<file path="config.mk">
export PLATFORM = sky130hd
export DESIGN_NAME = hamming_encoder
export DESIGN_NICKNAME = d
export VERILOG_FILES = /design/src/rtl/hamming_encoder.sv
export SDC_FILE = /design/constraint.sdc
export NUM_CORES = 1
export LEC_CHECK = 0
export ABC_CLOCK_PERIOD_IN_PS = 2100
export CAP_MARGIN = 20
export CORE_MARGIN = 1.5
export CORE_UTILIZATION = 50
export DETAILED_ROUTE_END_ITERATION = 8
export PLACE_DENSITY_LB_ADDON = 0.12
export SLEW_MARGIN = 40
export SYNTH_ARGS = -nofsm -noshare
export SYNTH_HDL_FRONTEND = slang
export SYNTH_SLANG_ARGS = --single-unit
</file>
<file path="constraint.sdc">
create_clock -name clk -period 2.1 [get_ports clk]
set_input_delay 0.42 -clock clk [delete_from_list [all_inputs] [get_ports clk]]
set_output_delay 0.42 -clock clk [all_outputs]
set_load 0.005 [all_outputs]
</file>
<file path="src/rtl/hamming_encoder.sv">
// Two-stage extended-Hamming (SECDED) encoder with valid/ready flow control on both sides.
// Optional error injection on the final codeword is enabled by defining HAMMING_ENCODER_ERR_INJECT_EN.
package gray_area_package;
  // Smallest r such that 2^r covers data bits, r parity bits and position 0.
  function automatic int hamming_address_width(input int data_width);
    int res;
    res = 0;
    for (int r = 1; r < 16; r++)
      if (res == 0 && (1 << r) >= data_width + r + 1) res = r;
    return res;
  endfunction
endpackage

module hamming_encoder #(
  parameter  int DATA_WIDTH = 26,
  localparam int ADDR_WIDTH = gray_area_package::hamming_address_width(DATA_WIDTH),
  localparam int CODE_WIDTH = DATA_WIDTH + ADDR_WIDTH + 1
) (
  input  logic                          clk,
  input  logic                          rst_n,
  input  logic                          in_valid,
  output logic                          in_ready,
  input  logic [DATA_WIDTH-1:0]         in_data,
`ifdef HAMMING_ENCODER_ERR_INJECT_EN
  input  logic                          inj_en,
  input  logic [$clog2(CODE_WIDTH)-1:0] inj_pos,
`endif
  output logic                          out_valid,
  input  logic                          out_ready,
  output logic [CODE_WIDTH-1:0]         out_code
);

  // Data positions covered by parity bit p_k (power-of-two positions excluded).
  function automatic logic [CODE_WIDTH-1:1] par_mask(input int k);
    logic [CODE_WIDTH-1:1] m;
    m = '0;
    for (int q = 3; q < CODE_WIDTH; q++)
      if (((q >> k) & 1) == 1 && (q & (q - 1)) != 0) m[q] = 1'b1;
    return m;
  endfunction

  logic [CODE_WIDTH-1:1] w_scat;
  logic [CODE_WIDTH-1:1] w_s1_d;
  logic [CODE_WIDTH-1:0] w_s2_code;
  logic                  w_s1_load;
  logic                  w_s2_load;

  logic                  r_s1_vld;
  logic [CODE_WIDTH-1:1] r_s1_code;
  logic                  r_s2_vld;
  logic [CODE_WIDTH-1:0] r_out_code;

  // Non-power-of-two position q carries data bit q - clog2(q) - 1.
  for (genvar q = 1; q < CODE_WIDTH; q++) begin : g_pos
    if ((q & (q - 1)) == 0) begin : g_par
      assign w_scat[q] = 1'b0;
      assign w_s1_d[q] = ^(w_scat & par_mask($clog2(q)));
    end else begin : g_dat
      assign w_scat[q] = in_data[q - $clog2(q) - 1];
      assign w_s1_d[q] = w_scat[q];
    end
  end

  assign w_s2_load = !r_s2_vld || out_ready;
  assign w_s1_load = !r_s1_vld || w_s2_load;
  assign in_ready  = w_s1_load;
  assign out_valid = r_s2_vld;
  assign out_code  = r_out_code;

`ifdef HAMMING_ENCODER_ERR_INJECT_EN
  logic                          r_s1_inj_en;
  logic [$clog2(CODE_WIDTH)-1:0] r_s1_inj_pos;
  logic [CODE_WIDTH-1:0]         w_inj_mask;

  always_ff @(posedge clk)
    if (w_s1_load && in_valid) begin
      r_s1_inj_en  <= inj_en;
      r_s1_inj_pos <= inj_pos;
    end

  // Positions beyond the codeword are silently ignored.
  assign w_inj_mask = (r_s1_inj_en && int'(r_s1_inj_pos) < CODE_WIDTH) ?
                      (CODE_WIDTH'(1) << r_s1_inj_pos) : '0;
  assign w_s2_code  = {r_s1_code, ^r_s1_code} ^ w_inj_mask;
`else
  assign w_s2_code  = {r_s1_code, ^r_s1_code};
`endif

  always_ff @(posedge clk)
    if (w_s1_load && in_valid) r_s1_code <= w_s1_d;

  always_ff @(posedge clk or negedge rst_n) begin
    if (!rst_n) begin
      r_s1_vld   <= 1'b0;
      r_s2_vld   <= 1'b0;
      r_out_code <= '0;
    end else begin
      if (w_s1_load) r_s1_vld <= in_valid;
      if (w_s2_load) begin
        r_s2_vld <= r_s1_vld;
        if (r_s1_vld) r_out_code <= w_s2_code;
      end
    end
  end

endmodule

</file>
==> load_flow_metrics.sql <==
INSERT INTO impl_metrics (metric_group, metric, value, unit) VALUES
('worst_setup_path', 'cp.required', '1.68', 'ns'),
('clocking', 'cts.repair.resized', '0', ''),
('worst_setup_path', 'critical_path_class', 'in2out', ''),
('floorplanning', 'placement_rows', '27', ''),
('global_routing', 'grt.overflow.total', '0', ''),
('floorplanning', 'initial_core_util', '52.3', '%'),
('pwr', 'p_leak', '0.00147', 'uW'),
('clocking', 'cts_tree', 'yes', ''),
('synthesis', 'synthFlopType', 'sky130_fd_sc_hd__dfrtp_1', ''),
('worst_setup_path', 'worst_setup_path_end_kind', 'primary output', ''),
('synthesis', 'post_synthesis_cell_area', '0.00290', 'sq mm'),
('pwr', 'power.ir.vdd_worst', '0.731', 'mV'),
('worst_setup_path', 'critPathLaunchType', 'primary input', ''),
('sta', 'final.hold.worst_slack', '0.490', 'ns'),
('job', 'max-cap-violations', '0', ''),
('synthesis', 'synthMostInstantiatedCell', 'sky130_fd_sc_hd__xnor2_1', ''),
('worst_setup_path', 'crit_arrival', '1.59', 'ns'),
('synthesis', 'post_synth_inst_count', '179', ''),
('pwr', 'power_density', '1030', 'mW/mm^2'),
('placed_design', 'place.gp.congestion', '0.734', ''),
('clocking', 'path_clk_slew', '0.07', 'ns'),
('clocking', 'ctsRootBufferMaster', 'sky130_fd_sc_hd__clkbuf_8', ''),
('sta', 'min_period', '2.01', 'ns'),
('global_routing', 'vias_in_the_first_global_route', '1674', ''),
('placed_design', 'count_of_port_buffers_added_during_placement', '63', ''),
('placed_design', 'hpwl', '3730', 'microns'),
('routing', 'met3_length', '247', 'microns'),
('routing', 'maxUsedRoutingLayer', 'met4', ''),
('global_routing', 'grt_usage', '18.9', '%'),
('cells_and_area', 'area_growth_syn_to_layout', '33.7', '%'),
('placed_design', 'pre_cts_slack', '-0.00137', 'ns'),
('synthesis', 'synth_top_area_cell', 'sky130_fd_sc_hd__edfxtp_1', ''),
('clocking', 'clock-sinks', '65', ''),
('routing', 'route.met2.wl', '2530', 'microns'),
('floorplanning', 'ioPinCount', '64', ''),
('outcome', 'run_status', 'finished, final reports clean', ''),
('cells_and_area', 'drive_above_1_share', '19.6', '%'),
('min_path', 'whs_path_depth', '2', ''),
('min_path', 'hold_start', 'out_code[0]', ''),
('cells_and_area', 'fin_nets', '285', ''),
('worst_setup_path', 'rr_endpoint', 'out_code[0]', ''),
('synthesis', 'synth_compound_gate_area_share', '0.173', '%'),
('sta', 'final_max_slew_viol_count', '0', ''),
('synthesis', 'synth.mux.area_fraction', '12.0', '%'),
('synthesis', 'top_post_synthesis_cells_by_count', 'sky130_fd_sc_hd__xnor2_1, sky130_fd_sc_hd__dfrtp_1, sky130_fd_sc_hd__edfxtp_1, sky130_fd_sc_hd__mux2_2, sky130_fd_sc_hd__xor2_1', ''),
('synthesis', 'ys_seq_area_share', '61.5', '%'),
('sta', 'worst_clock_skew', '0.00668', 'ns'),
('sta', 'timing.final.hold_violations', '0', ''),
('synthesis', 'syn_nets', '209', ''),
('synthesis', 'postSynthRegisterBits', '65', ''),
('min_path', 'worstHoldPathType', 'reg2reg', ''),
('routing', 'ant_nets', '0', ''),
('floorplanning', 'die_height', '79.1', 'microns'),
('routing', 'via_count_normalized_by_instance_count', '4.90', ''),
('routing', 'finalWirelength', '5250', 'microns'),
('sta', 'timing.final.crit_share', '95.8', '%'),
('cells_and_area', 'insertedDiodeCount', '0', ''),
('floorplanning', 'die_x', '79.1', 'microns'),
('synthesis', 'combinational_family_with_the_most_area_after_synthesis', 'XOR/XNOR gates', ''),
('sta', 'worst_slew_margin_rel', '70.2', '%'),
('global_routing', 'antenna_found_initial', '0', ''),
('synthesis', 'synth_xor_xnor_area_share', '24.4', '%'),
('synthesis', 'synth_cell_types', '13', ''),
('sta', 'timing.fmax', '497', 'MHz'),
('routing', 'route.vias.total', '1626', ''),
('sta', 'tightest_slew', '0.447', 'ns'),
('floorplanning', 'placeableCoreArea', '0.00554', 'sq mm'),
('routing', 'drt_first_iter_violations', '54', ''),
('cells_and_area', 'finalNonFillerCells', '332', ''),
('synthesis', 'synthSimpleGateAreaFrac', '1.38', '%'),
('synthesis', 'synth-adder-area-share', '0', '%');
-- layout by cell type, fill, tap and decap left out --
master / n
sky130_fd_sc_hd__edfxtp_1: 31
sky130_fd_sc_hd__nand2b_1: 3
sky130_fd_sc_hd__xnor2_2: 1
sky130_fd_sc_hd__clkbuf_1: 2
sky130_fd_sc_hd__nand2_1: 2
sky130_fd_sc_hd__buf_4: 3
sky130_fd_sc_hd__and2_1: 1
sky130_fd_sc_hd__clkinv_2: 1
sky130_fd_sc_hd__bufinv_16: 1
sky130_fd_sc_hd__xnor3_1: 5
sky130_fd_sc_hd__mux2_2: 31
sky130_fd_sc_hd__xor2_1: 10
sky130_fd_sc_hd__buf_12: 2
sky130_fd_sc_hd__clkdlybuf4s50_1: 63
sky130_fd_sc_hd__xnor2_1: 56
sky130_fd_sc_hd__dfrtp_1: 34
sky130_fd_sc_hd__nand3b_1: 1
sky130_fd_sc_hd__o21ai_1: 1
sky130_fd_sc_hd__clkbuf_8: 12
-- layout make-up --
| class | count | area (sq um) | area share [%] |
|---|---|---|---|
| clock inverters | 2 | 35.0 | 0.904 |
| well taps | 72 | 90.1 | 2.33 |
| multi-input cells | 111 | 1100 | 28.4 |
| repair buffers | 68 | 693 | 17.9 |
| flip-flops and latches | 65 | 1780 | 46.0 |
| clock buffers | 14 | 173 | 4.46 |
-- power breakdown --
group / switching [uW] / internal (uW)
Sequential: 119 / 1580
Combinational: 409 / 801
Clock: 449 / 645
-- flip-flops by register name, summed over array words and instances (netlist names) --
name       flops
r_s1_code     31
r_s1_vld       1
out_code      32
out_valid      1
-- routing by layer --
layer,global-route usage (%),vias to the layer above
met5,0,-
met4,8.95,0
met3,5.06,9
met2,29.1,53
met1,24.9,799
li1,-,765
-- critical path, stage by stage --
cell	delay, ns
sky130_fd_sc_hd__clkdlybuf4s50_1	0.48
sky130_fd_sc_hd__nand3b_1	0.17
sky130_fd_sc_hd__clkdlybuf4s50_1	0.52
-- worst max path at each step --
stage / startpoint / end / slack [ns] / depth (start not counted)
after floorplan: out_ready / r_s1_code[10] / 0.35 / 2
after CTS: out_ready / in_ready / 0.09 / 3
after global routing: out_ready / in_ready / 0.05 / 3
after detailed placement: in_data[23] / r_s1_code[1] / -0.001 / 4
after global placement: in_data[23] / r_s1_code[1] / 0.04 / 4
final: out_ready / in_ready / 0.09 / 3
-- logic make-up after synthesis --
family,count (synthesis)
xor gates and xnor gates,72
AOI/OAI and AO/OA,1
buffers and inverters,3
and+or+nand+nor,7
DFF,65
muxes,31
-- metrics by stage --
stage	TNS, ns	util (%)	total power, uW
after floorplan	0	-	2430
after global placement	0	66.2	2940
after detailed placement	-0.00137	66.2	2950
after CTS	0	69.9	4060
after global routing	0	69.9	4220
final	0	69.9	4010
Note: power is estimated with default switching activity, not from simulation.
